`src/rtl/out_port_arb.sv`:
```
// out_port_arb: round-robin arbiter that hands ownership of one shared output
// port to a single input channel for the duration of a packet. It grants with
// registered resp/nresp pulses, forwards the owner's words with one cycle of
// latency, and aborts a packet whose owner stays silent for too long.
module out_port_arb #(
  parameter int unsigned PORTNUM = 16,
  parameter int unsigned DWIDTH  = 32,
  parameter logic [7:0]  TIMEOUT = 8'd255
) (
  input  logic                       i_clk,
  input  logic                       i_rst_n,
  input  logic [PORTNUM-1:0]         i_req,
  output logic [PORTNUM-1:0]         o_resp,
  output logic [PORTNUM-1:0]         o_nresp,
  input  logic [PORTNUM*DWIDTH-1:0]  i_data,
  input  logic [PORTNUM-1:0]         i_data_vld,
  input  logic [PORTNUM-1:0]         i_eop,
  output logic [DWIDTH-1:0]          o_wr_data,
  output logic                       o_wr_vld,
  output logic                       o_wr_eop,
  output logic [$clog2(PORTNUM)-1:0] o_grant_id,
  output logic                       o_ready,
  output logic                       o_abort
);

  localparam int unsigned IW = $clog2(PORTNUM);

  localparam logic [0:0] IDLE = 1'b0;
  localparam logic [0:0] XFER = 1'b1;

  logic [0:0]         state;
  logic [IW-1:0]      rr_ptr;
  logic [7:0]         idle_cnt;

  logic [IW-1:0]      winner;
  logic [IW-1:0]      idx;
  logic               found;
  logic               any_req;
  logic [PORTNUM-1:0] win_mask;

  logic [DWIDTH-1:0]  words [PORTNUM];
  logic [DWIDTH-1:0]  own_data;
  logic               own_vld;
  logic               own_eop;
  logic               timed_out;

  assign any_req   = |i_req;
  assign win_mask  = PORTNUM'(1) << winner;
  assign o_ready   = (state == IDLE);

  // Round-robin search: first requesting channel at or above rr_ptr, wrapping.
  always_comb begin
    winner = rr_ptr;
    idx    = rr_ptr;
    found  = 1'b0;
    for (int unsigned i = 0; i < PORTNUM; i++) begin
      idx = rr_ptr + IW'(i);
      if (!found && i_req[idx]) begin
        winner = idx;
        found  = 1'b1;
      end
    end
  end

  // Unflatten the channel data bus and select the current owner's lane.
  always_comb begin
    for (int unsigned k = 0; k < PORTNUM; k++) begin
      words[k] = i_data[k*DWIDTH +: DWIDTH];
    end
    own_data = words[o_grant_id];
    own_vld  = i_data_vld[o_grant_id];
    own_eop  = i_eop[o_grant_id];
  end

  // The idle counter is compared before incrementing, so the abort fires on
  // the (TIMEOUT+1)th consecutive silent cycle of the owner; o_abort and the
  // return to IDLE become visible in the same cycle.
  assign timed_out = (state == XFER) && !own_vld && (idle_cnt == TIMEOUT);

  // Ownership control: state, round-robin pointer, grant id, idle timer, abort.
  always_ff @(posedge i_clk or negedge i_rst_n) begin
    if (!i_rst_n) begin
      state      <= IDLE;
      rr_ptr     <= '0;
      o_grant_id <= '0;
      idle_cnt   <= '0;
      o_abort    <= 1'b0;
    end else begin
      o_abort <= 1'b0;
      case (state)
        IDLE: begin
          if (any_req) begin
            state      <= XFER;
            o_grant_id <= winner;
            rr_ptr     <= winner + IW'(1);
            idle_cnt   <= '0;
          end
        end
        XFER: begin
          if (own_vld) begin
            idle_cnt <= '0;
            if (own_eop) begin
              state <= IDLE;
            end
          end else if (timed_out) begin
            o_abort  <= 1'b1;
            idle_cnt <= '0;
            state    <= IDLE;
          end else begin
            idle_cnt <= idle_cnt + 8'd1;
          end
        end
        default: state <= IDLE;
      endcase
    end
  end

  // Request handshake: grant the winner in IDLE, reject everything else.
  always_ff @(posedge i_clk or negedge i_rst_n) begin
    if (!i_rst_n) begin
      o_resp  <= '0;
      o_nresp <= '0;
    end else begin
      o_resp  <= '0;
      o_nresp <= '0;
      if (state == IDLE) begin
        if (any_req) begin
          o_resp  <= win_mask;
          o_nresp <= i_req & ~win_mask;
        end
      end else begin
        o_nresp <= i_req;
      end
    end
  end

  // Datapath: register the owner's word; data is forced to zero when not valid.
  always_ff @(posedge i_clk or negedge i_rst_n) begin
    if (!i_rst_n) begin
      o_wr_data <= '0;
      o_wr_vld  <= 1'b0;
      o_wr_eop  <= 1'b0;
    end else begin
      o_wr_data <= '0;
      o_wr_vld  <= 1'b0;
      o_wr_eop  <= 1'b0;
      if (state == XFER && own_vld) begin
        o_wr_data <= own_data;
        o_wr_vld  <= 1'b1;
        o_wr_eop  <= own_eop;
      end
    end
  end

endmodule

```
`config.mk`:
```
export PLATFORM = sky130hd
export DESIGN_NAME = out_port_arb
export DESIGN_NICKNAME = d
export VERILOG_FILES = /design/src/rtl/out_port_arb.sv
export SDC_FILE = /design/constraint.sdc
export NUM_CORES = 1
export LEC_CHECK = 0
export ABC_AREA = 0
export BUFFER_PORTS_ARGS = -buffer_cell sky130_fd_sc_hd__buf_2
export CORE_AREA = 2 2 249 251
export CTS_CLUSTER_DIAMETER = 150
export DETAILED_ROUTE_END_ITERATION = 8
export DIE_AREA = 0 0 251 253
export HOLD_SLACK_MARGIN = 0.05
export SETUP_SLACK_MARGIN = 0.3
export SYNTH_ARGS = -nofsm -noshare
export SYNTH_HDL_FRONTEND = slang
export SYNTH_SLANG_ARGS = --single-unit
```
`constraint.sdc`:
```
create_clock -name i_clk -period 11.3 [get_ports i_clk]
set_input_delay 0.565 -clock i_clk [delete_from_list [all_inputs] [get_ports i_clk]]
set_output_delay 0.565 -clock i_clk [all_outputs]
set_load 0.005 [all_outputs]
```
==> flow_metrics.py <==
metrics = {
    "synthesis": {
        "synth_area_um2": 9740,
        "async_flop_share": 1.00,
        "synthTopCellsByArea": "mux4_2 (48%), dfrtp_1 (22%), mux2i_1 (2.8%)",
        "yosysUniqueCellTypes": 74,
        "yosysTopAreaCellShare": 0.481,
        "ys_seq_area_frac": 0.216,
        "synth_ff_type": "dfrtp_1",
        "yosys_register_bits": 84,
        "yosysWarnings": 0,
        "synth_nets": 1343,
        "synth_top_cell_by_area": "mux4_2",
        "synth.avg_cell_area_um2": 12.6,
        "synth_edf_count": 0,
        "syn_inst": 772,
    },
    "die": {
        "coreArea_um2": 61000,
        "dieHeight_um": 253,
        "num_rows": 91,
        "start_util": 0.160,
        "die_w_um": 251,
        "dieArea_um2": 63500,
        "ios": 634,
    },
    "sta": {
        "setup-tns-final_ps": 0,
        "rsz0062_at_grt": "no",
        "fin_crit_ps": 5740,
        "worstMarginPinSlew_ps": 1020,
        "finalCritPeriodShare": 0.508,
        "finalClockSkew_ps": 18.3,
        "hold_viol_final": 0,
        "clock.fmax_mhz": 174,
        "relSlewSlack": 0.323,
        "slew_violations": 0,
        "setup_viol": 0,
    },
    "power": {
        "power.density_nw_per_um2": 328,
        "p_leak_nw": 6.24,
        "irDropWorstVdd_v": 0.000209,
        "finalPower_mw": 4.60,
    },
    "worst_setup_path": {
        "cp_slowest_cell": "mux4_2",
        "crit_arrival_ps": 6010,
        "worstPathCellList": "buf_4 -> clkinv_1 -> ha_1 -> buf_4 -> mux4_2 -> mux2i_1 -> mux2i_1 -> nor4_2 -> nand3_1 -> o32ai_1 -> a311o_1 -> nor2_1 -> a211oi_4 -> and2_1 -> ha_1 -> nand2_1 -> o21ai_0",
        "critPathBufInv": 3,
        "crit_family": "buffers and inverters",
        "worst_setup_path_start_kind": "register",
        "endpoint_kind": "register",
        "path_max_fanout": 33,
        "required_ps": 11570,
        "cpPeakStageDelay_ps": 610,
        "path_class": "register to register",
    },
    "clocking": {
        "postCtsSetupBuffers": 0,
        "clockRootBuffer": "clkbuf_16",
        "cts-resized-gates": 0,
        "numCtsBuffers": 9,
        "clock_sinks": 84,
        "cts_tree": "built",
        "htreeDepth": 3,
        "clock_latency_ps": 390,
        "ctsLongestPathBuffers": 2,
        "postCtsHoldBufs": 0,
        "clk_pin_slew_ps": 90,
    },
    "finish": {
        "syn2layout_area_growth_pct": 44.2,
        "final_nets": 1918,
        "drive_above_1_share": 0.669,
        "multi_input_area_um2": 7240,
        "mostFrequentLayoutCells": "buf_2 (632), mux4_2 (208), dfrtp_1 (79)",
        "seq_area_um2": 2120,
        "final_common_cell": "buf_2",
        "fillers": 6611,
    },
    "global_routing": {
        "grt_max_degree": 95,
        "grt_pass1_wl_mm": 94.9,
        "grt_pass1_vias": 10863,
        "gr-usage-all-layers": 0.221,
        "antenna_found_initial": 62,
        "grt_overflow_total": 0,
    },
    "routing": {
        "dr.pass1.iters": 5,
        "drc_errors": 0,
        "wl_per_cell_um": 33.1,
        "drt-total-wl_mm": 71.6,
        "vias_per_cell": 4.99,
        "vias": 10789,
        "drtIter0Drc": 1022,
        "postRouteAntennaNets": 0,
    },
    "place": {
        "port_buffers": 633,
        "dp_hpwl_mm": 61.0,
        "gp_congestion": 1.00,
    },
    "run_status": {
        "status": "finished, final reports clean",
    },
    "hold_path": {
        "min_path_type": "input port to asynchronous set/reset pin",
    },
    "job": {
        "max-cap-violations": 0,
    },
}
[cell type report]
class                      instances  share of cell area
antenna                           22             0.00392
clock buffer                       9              0.0160
clock inverter                     7             0.00544
inverter                          14             0.00374
multi-input combinational        591               0.516
sequential                        84               0.151
tap                              790              0.0704
timing repair buffer             647               0.234
[state kept, by name, summed over array words and instances, names as in the netlist, 4 cells and up]
signal      cells
idle_cnt        8
o_grant_id      4
o_nresp        16
o_resp         16
o_wr_data      32
rr_ptr          4
[kinds of logic (layout without fill, tap and decap cells)]
| logic type | count (synthesis) | after routing | synth area share |
|---|---|---|---|
| flops | 84 | 84 | 0.216 |
| compound gates | 118 | 118 | 0.0844 |
| fa+ha+maj | 9 | 9 | 0.0116 |
| other cells | 0 | 22 | 0 |
| simple gates | 202 | 202 | 0.110 |
| mux | 252 | 252 | 0.529 |
| xor+xnor | 10 | 10 | 0.00899 |
| buf+inv | 97 | 677 | 0.0409 |
[Yosys cell counts (4+ instances only)]
cell type  count
and2_1         6
inv_1         11
o21a_1         8
nand3_1       13
nor3_1         6
and3_1        39
mux2i_1       27
ha_1           9
xnor2_1        6
buf_2          6
dfrtp_1       84
nand3b_1       5
buf_1         16
clkbuf_1      55
a31oi_1        6
o31ai_1        4
nand4_1        4
buf_4          5
nor4_1         9
a21oi_1       17
o21ai_0       31
xor2_1         4
nand2b_1      12
nor2_1        34
nor2b_1        8
mux2_2        15
a21boi_1       7
nand2_1       50
mux4_2       208
o22ai_1        4
[metal layers]
| metal | global-route usage | wire [µm] |
|---|---|---|
| met1 | 0.270 | 27200 |
| met2 | 0.383 | 35200 |
| met3 | 0.0628 | 7120 |
| met4 | 0.0551 | 1980 |
| met5 | 0 | 122 |
[report_power, final]
group	total, mW	internal, mW	switching, mW
registers	0.544	0.404	0.140
clock network	0.323	0.157	0.166
logic	3.73	1.62	2.11
total	4.60	2.18	2.42
[stage by stage]
stage	utilization	cells	cell area [µm²]	worst slack (ps)	hold WS [ps]
after floorplan	-	772	9740	6620	269
final	0.230	2164	14000	5560	87.1
after global placement	0.224	2126	13700	5760	471
after CTS	0.229	2142	14000	5620	74.2
after detailed placement	0.224	2126	13700	5640	476
after global routing	0.230	2152	14000	5110	92.7
[path summary, 6_finish.rpt]
path	start	to	slack, ps	cells after the start
setup / recovery	rr_ptr[1]	rr_ptr[2]	5560	17
hold / removal	i_rst_n	o_wr_data[26]	90	1
setup reg to reg	rr_ptr[1]	rr_ptr[2]	5560	17
hold reg to reg	idle_cnt[7]	idle_cnt[7]	490	1
max in group asynchronous	i_rst_n	o_grant_id[1]	9900	2
min in group i_clk	idle_cnt[7]	idle_cnt[7]	490	1
(Power assumes the default switching activity.)
